[src/rtl/pin_activity_monitor_pkg.sv]
// Shared types and helpers for the pin activity monitor.
package pin_activity_monitor_pkg;

  typedef enum logic [2:0] {
    ST_IDLE,
    ST_SETTLE,
    ST_MEASURE,
    ST_EVAL,
    ST_DONE
  } state_t;

  // Bits needed to count 0 .. cycles-1, never narrower than one bit.
  function automatic int settle_cnt_w(input int cycles);
    return (cycles <= 2) ? 1 : $clog2(cycles);
  endfunction

endpackage

[src/rtl/pin_activity_channel.sv]
// One monitored pin plus its upper neighbour: sticky level/polarity flags and
// the toggle/short verdicts derived from them.
module pin_activity_channel #(
  parameter logic HAS_UP = 1'b1
) (
  input  logic clk_i,
  input  logic nrst_i,
  input  logic clr_i,
  input  logic en_i,
  input  logic pin_i,
  input  logic pin_up_i,
  input  logic tgl_req_i,
  input  logic adj_req_i,
  output logic tgl_ok_o,
  output logic adj_ok_o
);

  logic seen0_reg, seen1_reg, pa_reg, pb_reg;

  always_ff @(posedge clk_i or negedge nrst_i) begin
    if (!nrst_i) begin
      seen0_reg <= 1'b0;
      seen1_reg <= 1'b0;
      pa_reg    <= 1'b0;
      pb_reg    <= 1'b0;
    end else if (clr_i) begin
      seen0_reg <= 1'b0;
      seen1_reg <= 1'b0;
      pa_reg    <= 1'b0;
      pb_reg    <= 1'b0;
    end else if (en_i) begin
      seen0_reg <= seen0_reg | ~pin_i;
      seen1_reg <= seen1_reg |  pin_i;
      pa_reg    <= pa_reg    | (~pin_i &  pin_up_i);
      pb_reg    <= pb_reg    | ( pin_i & ~pin_up_i);
    end
  end

  assign tgl_ok_o = ~tgl_req_i | (seen0_reg & seen1_reg);
  // The topmost channel has no neighbour, so its short check always passes.
  assign adj_ok_o = ~(adj_req_i & HAS_UP) | (pa_reg & pb_reg);

endmodule

[src/rtl/pin_activity_monitor.sv]
// Restartable pin toggle / neighbour-short checker with per-channel results.
// Optional input synchroniser: define PIN_ACTIVITY_MONITOR_SYNC_EN.
module pin_activity_monitor
  import pin_activity_monitor_pkg::*;
#(
  parameter int NUM_CH        = 8,
  parameter int WIN_W         = 16,
  parameter int SETTLE_CYCLES = 4
) (
  input  logic              clk_i,
  input  logic              nrst_i,
  input  logic              start_i,
  input  logic              abort_i,
  input  logic [WIN_W-1:0]  win_len_i,
  input  logic [NUM_CH-1:0] tgl_mask_i,
  input  logic [NUM_CH-1:0] adj_mask_i,
  input  logic [NUM_CH-1:0] pins_i,
  output logic              busy_o,
  output logic              done_o,
  output logic [NUM_CH-1:0] ch_ok_o,
  output logic              pass_o
);

  localparam int              SET_W       = settle_cnt_w(SETTLE_CYCLES);
  localparam logic [SET_W-1:0] SETTLE_LAST = SET_W'(SETTLE_CYCLES - 1);

  state_t             state_reg;
  logic [SET_W-1:0]   settle_cnt_reg;
  logic [WIN_W-1:0]   win_cnt_reg;
  logic [WIN_W-1:0]   win_len_reg;
  logic [NUM_CH-1:0]  tgl_mask_reg;
  logic [NUM_CH-1:0]  adj_mask_reg;
  logic               busy_reg;
  logic               done_reg;
  logic [NUM_CH-1:0]  ch_ok_reg;
  logic               pass_reg;

  logic [NUM_CH-1:0]  pins_s;
  logic [NUM_CH-1:0]  pins_up;
  logic [NUM_CH-1:0]  tgl_ok;
  logic [NUM_CH-1:0]  adj_ok;
  logic [NUM_CH-1:0]  adj_lo;
  logic [NUM_CH-1:0]  ch_ok_next;
  logic [WIN_W-1:0]   win_last;
  logic               start_acc;
  logic               run_state;
  logic               measuring;

`ifdef PIN_ACTIVITY_MONITOR_SYNC_EN
  logic [NUM_CH-1:0] sync1_reg, sync2_reg;

  always_ff @(posedge clk_i or negedge nrst_i) begin
    if (!nrst_i) begin
      sync1_reg <= '0;
      sync2_reg <= '0;
    end else begin
      sync1_reg <= pins_i;
      sync2_reg <= sync1_reg;
    end
  end

  assign pins_s = sync2_reg;
`else
  assign pins_s = pins_i;
`endif

  assign start_acc = start_i & ((state_reg == ST_IDLE) | (state_reg == ST_DONE));
  assign run_state = (state_reg == ST_SETTLE) | (state_reg == ST_MEASURE) | (state_reg == ST_EVAL);
  assign measuring = (state_reg == ST_MEASURE);
  // A zero window length wraps to the full 2^WIN_W cycle window.
  assign win_last  = win_len_reg - WIN_W'(1);
  assign pins_up   = {1'b0, pins_s[NUM_CH-1:1]};

  genvar gi;
  generate
    for (gi = 0; gi < NUM_CH; gi++) begin : g_ch
      pin_activity_channel #(
        .HAS_UP (gi < NUM_CH - 1)
      ) u_ch (
        .clk_i     (clk_i),
        .nrst_i    (nrst_i),
        .clr_i     (start_acc),
        .en_i      (measuring),
        .pin_i     (pins_s[gi]),
        .pin_up_i  (pins_up[gi]),
        .tgl_req_i (tgl_mask_reg[gi]),
        .adj_req_i (adj_mask_reg[gi]),
        .tgl_ok_o  (tgl_ok[gi]),
        .adj_ok_o  (adj_ok[gi])
      );
    end
  endgenerate

  // A short between k and k+1 fails both channels.
  assign adj_lo     = {adj_ok[NUM_CH-2:0], 1'b1};
  assign ch_ok_next = tgl_ok & adj_ok & adj_lo;

  always_ff @(posedge clk_i or negedge nrst_i) begin
    if (!nrst_i) begin
      state_reg      <= ST_IDLE;
      settle_cnt_reg <= '0;
      win_cnt_reg    <= '0;
      win_len_reg    <= '0;
      tgl_mask_reg   <= '0;
      adj_mask_reg   <= '0;
      busy_reg       <= 1'b0;
      done_reg       <= 1'b0;
      ch_ok_reg      <= '0;
      pass_reg       <= 1'b0;
    end else begin
      done_reg <= 1'b0;
      if (abort_i && run_state) begin
        state_reg <= ST_IDLE;
        busy_reg  <= 1'b0;
      end else begin
        case (state_reg)
          ST_IDLE, ST_DONE: begin
            if (start_i) begin
              state_reg      <= ST_SETTLE;
              busy_reg       <= 1'b1;
              settle_cnt_reg <= '0;
              win_len_reg    <= win_len_i;
              tgl_mask_reg   <= tgl_mask_i;
              adj_mask_reg   <= adj_mask_i;
            end
          end
          ST_SETTLE: begin
            if (settle_cnt_reg == SETTLE_LAST) begin
              state_reg   <= ST_MEASURE;
              win_cnt_reg <= '0;
            end else begin
              settle_cnt_reg <= settle_cnt_reg + SET_W'(1);
            end
          end
          ST_MEASURE: begin
            if (win_cnt_reg == win_last) begin
              state_reg <= ST_EVAL;
            end else begin
              win_cnt_reg <= win_cnt_reg + WIN_W'(1);
            end
          end
          ST_EVAL: begin
            state_reg <= ST_DONE;
            busy_reg  <= 1'b0;
            done_reg  <= 1'b1;
            ch_ok_reg <= ch_ok_next;
            pass_reg  <= &ch_ok_next;
          end
          default: begin
            state_reg <= ST_IDLE;
            busy_reg  <= 1'b0;
          end
        endcase
      end
    end
  end

  assign busy_o  = busy_reg;
  assign done_o  = done_reg;
  assign ch_ok_o = ch_ok_reg;
  assign pass_o  = pass_reg;

endmodule

[config.mk]
export PLATFORM = sky130hd
export DESIGN_NAME = pin_activity_monitor
export DESIGN_NICKNAME = d
export VERILOG_FILES = /design/src/rtl/pin_activity_monitor_pkg.sv /design/src/rtl/pin_activity_channel.sv /design/src/rtl/pin_activity_monitor.sv
export SDC_FILE = /design/constraint.sdc
export NUM_CORES = 1
export LEC_CHECK = 0
export ABC_CLOCK_PERIOD_IN_PS = 3090
export CAP_MARGIN = 20
export CORE_MARGIN = 10
export CORE_UTILIZATION = 35
export DETAILED_ROUTE_END_ITERATION = 10
export PLACE_DENSITY = 0.52
export SETUP_SLACK_MARGIN = 0.5
export SLEW_MARGIN = 20
export SYNTH_ARGS = -nofsm -noshare
export SYNTH_HDL_FRONTEND = slang
export SYNTH_SLANG_ARGS = --single-unit
[constraint.sdc]
create_clock -name clk_i -period 3.09 [get_ports clk_i]
set_input_delay 0.309 -clock clk_i [delete_from_list [all_inputs] [get_ports clk_i]]
set_output_delay 0.309 -clock clk_i [all_outputs]
set_load 0.02 [all_outputs]
==> reports/metrics.csv <==
stage;metric;value;unit
yosys;Post-Synth Simple-Gate Area;0.1949;
power_and_ir_drop;Internal;0.002725;W
placed_design;Setup WS pre-CTS;0.04230;ns
clock_network;CTS tree;yes;
sta;final hold violation count;0;
global_route;global-route wire length before repair;18.78;mm
global_route;largest net degree at the start of global routing;51;
yosys;Mapped Nets;484;
worst_setup_path;Startpoint Class;register;
worst_setup_path;critical path required time;3.33;ns
yosys;synthesized area;0.004526;mm²
worst_setup_path;WP data arrival;3.17;ns
floorplan;row cnt;41;
yosys;post-synthesis mux area share;0.09566;
yosys;Main synth FF type;dfrtp_1;
power_and_ir_drop;Pwr Total;0.004073;W
route;Routed WL;11.23;mm
clock_network;Worst-path clk slew;0.07;ns
yosys;EDFF count, synth;0;
route;DRC viols;0;
yosys;FFs w/ async S/R, synth;1.000;
power_and_ir_drop;Logic pwr share;0.323;
yosys;area fraction in compound gates after synthesis;0.1150;
power_and_ir_drop;switching power;0.001348;W
cells_and_area;share of cells above drive strength 1;0.2457;
status;status;finished clean;
sta;worst setup margin;0.1553;ns
worst_setup_path;Critical Path Start;win_len_reg[1];
worst_setup_path;CP bufs+invs;2;
route;DRT Pass-1 Iters;4;
worst_setup_path;crit-path max FO;6;
clock_network;clock insertion delay at the later pin of the skew report;0.35;ns
power_and_ir_drop;switch share;0.3309;
placed_design;Port Buf Inserts;53;
sta;max-slew violations;0;
clock_network;CTS root buffer;clkbuf_16;
power_and_ir_drop;Clock power frac;0.254;
global_route;Total Routing Usage GR;0.1300;
global_route;GR Overflow Total;0;
cells_and_area;area grow syn2layout;30.33;%
hold_path;Hold Crit Class;in2async;
power_and_ir_drop;Leak;2.486;nW
placed_design;DP Wirelength;7.920;mm
power_and_ir_drop;P per Cell Area;690.6;mW/mm²
sta;minimum clock period;2.935;ns
global_route;initial antenna violation count;0;
cells_and_area;commonest cells after routing, fill and taps aside;dfrtp_1, nor2_1, clkdlybuf4s50_1;
cells_and_area;post-layout net count;563;
sta;Slew @ Worst Pin;0.6723;ns
sta;Worst slew margin;0.5502;
worst_setup_path;flop-to-flop setup slack;0.16;ns
cells_and_area;filler instances;1229;
floorplan;I/O pin cnt;55;
yosys;Synth cell types;59;
yosys;post-synthesis sequential area ratio;0.5142;
sta;RSZ-0062 raised after global routing;true;
worst_setup_path;Worst Setup Path Type;reg2reg;
yosys;area leader, netlist;dfrtp_1;
power_and_ir_drop;Worst IR Drop VDD;0.3145;mV
floorplan;Initial Utilization;0.3586;
sta;Fmax;0.3407;GHz
route;1st-iter DRT viols;216;
worst_setup_path;Worst Setup End Kind;register;
route;Vias per Instance;5.107;
clock_network;htree depth;3;
global_route;number of global-route vias before repair;3762;
worst_setup_path;Worst path max stage delay;0.55;ns
sta;Final Setup Violations;0;
cells_and_area;fin util;0.4674;
cells_and_area;diodes inserted;0;
worst_setup_path;slowest CP cell;or4_4;
sta;Period Utilization, post-route;0.9497;
yosys;Synth Area in XOR/XNOR;0.03484;
floorplan;die width;133.7;µm
worst_setup_path;worst r2r src;win_len_reg[1];
sta;Clock Skew;0.006662;ns
route;via count;3539;
yosys;Ys Warns;0;
yosys;leading cell types by total area after synthesis;dfrtp_1, mux2_2, nor2_1;
clock_network;Clock Sinks;93;
yosys;area share of fa/ha/maj cells after synthesis;0.008294;
placed_design;Placer Congestion;0.7851;
yosys;Avg Cell Area, Syn;10.36;µm²
yosys;post-synth top area share;0.5142;
yosys;Seq cells post-synth;93;
floorplan;Core Region;0.01262;mm²
job;maxcap violations;0;
yosys;Mapped Cells;437;
worst_setup_path;Levels on crit path;11;
floorplan;Die Y;133.7;µm
worst_setup_path;CP top delay family;simple AND/OR/NAND/NOR gates;
floorplan;die footprint;0.01788;mm²
route;post-DR wirelength/cell;16.20;µm
route;Routed Antenna Nets;0;
yosys;largest family of logic cells by synthesized area;simple AND/OR/NAND/NOR gates;
worst_setup_path;reg2reg path depth;11;
worst_setup_path;worst-path cell chain;inv_2, ha_4, or4b_4, nor3_4, and3_2, o32ai_2, or4_4, nor2_4, clkbuf_16, o21bai_1, nor3b_1;
clock_network;maximum root-to-sink buffer count;2;
sta;setup TNS;0;ns
cells_and_area;commonest non-fill, non-tap cell in the layout;dfrtp_1;
clock_network;CTS Buf Count;9;
power_and_ir_drop;Seq pwr share;0.423;
[cells in the mapped netlist (6+ instances only)]
master and instances:
inv_1 11, or3_2 7, dfrtp_1 93, nor2_1 56, xnor2_1 14, a21oi_1 33, nor4_1 9, nand2_1 35
nand3_1 7, o21ai_0 15, a21boi_0 6, a31oi_1 6, mux2_2 34, clkbuf_1 11
[worst paths after layout]
| check | end |
|---|---|
| worst min register to register | ch_ok_o[1] |
| max in group asynchronous | g_ch[7].u_ch.seen0_reg |
| worst max register to register | win_cnt_reg[10] |
| min in group clk_i | ch_ok_o[1] |
| worst min-delay path | win_len_reg[8] |
| worst max-delay path | win_cnt_reg[10] |
[power groups by stage]
stage / clock [W] / combinational, W / sequential (W)
finish: 0.00103 / 0.00132 / 0.00172
floorplan: 0 / 0.000737 / 0.00172
global placement: 0 / 0.00116 / 0.00173
detailed placement: 0 / 0.00118 / 0.00174
CTS: 0.00107 / 0.00128 / 0.00172
global route: 0.00112 / 0.00146 / 0.00177
[routing by layer]
metal  wire [µm]  share of wire  global-route usage  vias up
met5           0              0                   0        -
met4         176          0.016             0.05260        0
met3         325          0.029             0.02744       16
met2        5502           0.49              0.2137       52
met1        5224           0.47              0.1623     1746
li1            -              -                   -     1725
[cells by family after synthesis]
logic type	after synthesis
AO/OA/AOI/OAI	86
XOR/XNOR	18
adder cells (fa/ha/maj)	3
buffers and inverters	31
flip-flops	93
multiplexers	39
AND/OR/NAND/NOR	167
[final cells by class]
cell class                      instances  area [µm²]  share of cell area
Sequential cell                        93        2327              0.3946
Multi-Input combinational cell        313        2186              0.3706
Tap cell                              172       215.2             0.03649
Clock buffer                           11       232.7             0.03946
Timing Repair Buffer                   87       843.3              0.1430
Clock inverter                          5       35.03            0.005940
Inverter                               12       58.81            0.009970
[per-stage QoR]
| stage | instance area [µm²] | std cells | hold slack, ns |
|---|---|---|---|
| after detailed placement | 5366 | 665 | 0.3498 |
| final | 5898 | 693 | 0.4852 |
| after CTS | 5791 | 689 | 0.4888 |
| after floorplan | 4548 | 437 | 0.01341 |
| after global routing | 5898 | 693 | 0.5069 |
| after global placement | 5366 | 665 | 0.3480 |
[repair_timing]
action | in CTS | in global routing
cloned | 1 | 1
pin swaps | 8 | 9
hold buffers | 1 | 0
endpoints found under the hold margin | 43 | 0
setup buffers | 6 | 3
setup endpoints to repair | 17 | 17
gates resized for setup | 18 | 16
No activity file was read; power rests on OpenSTA's default activity.
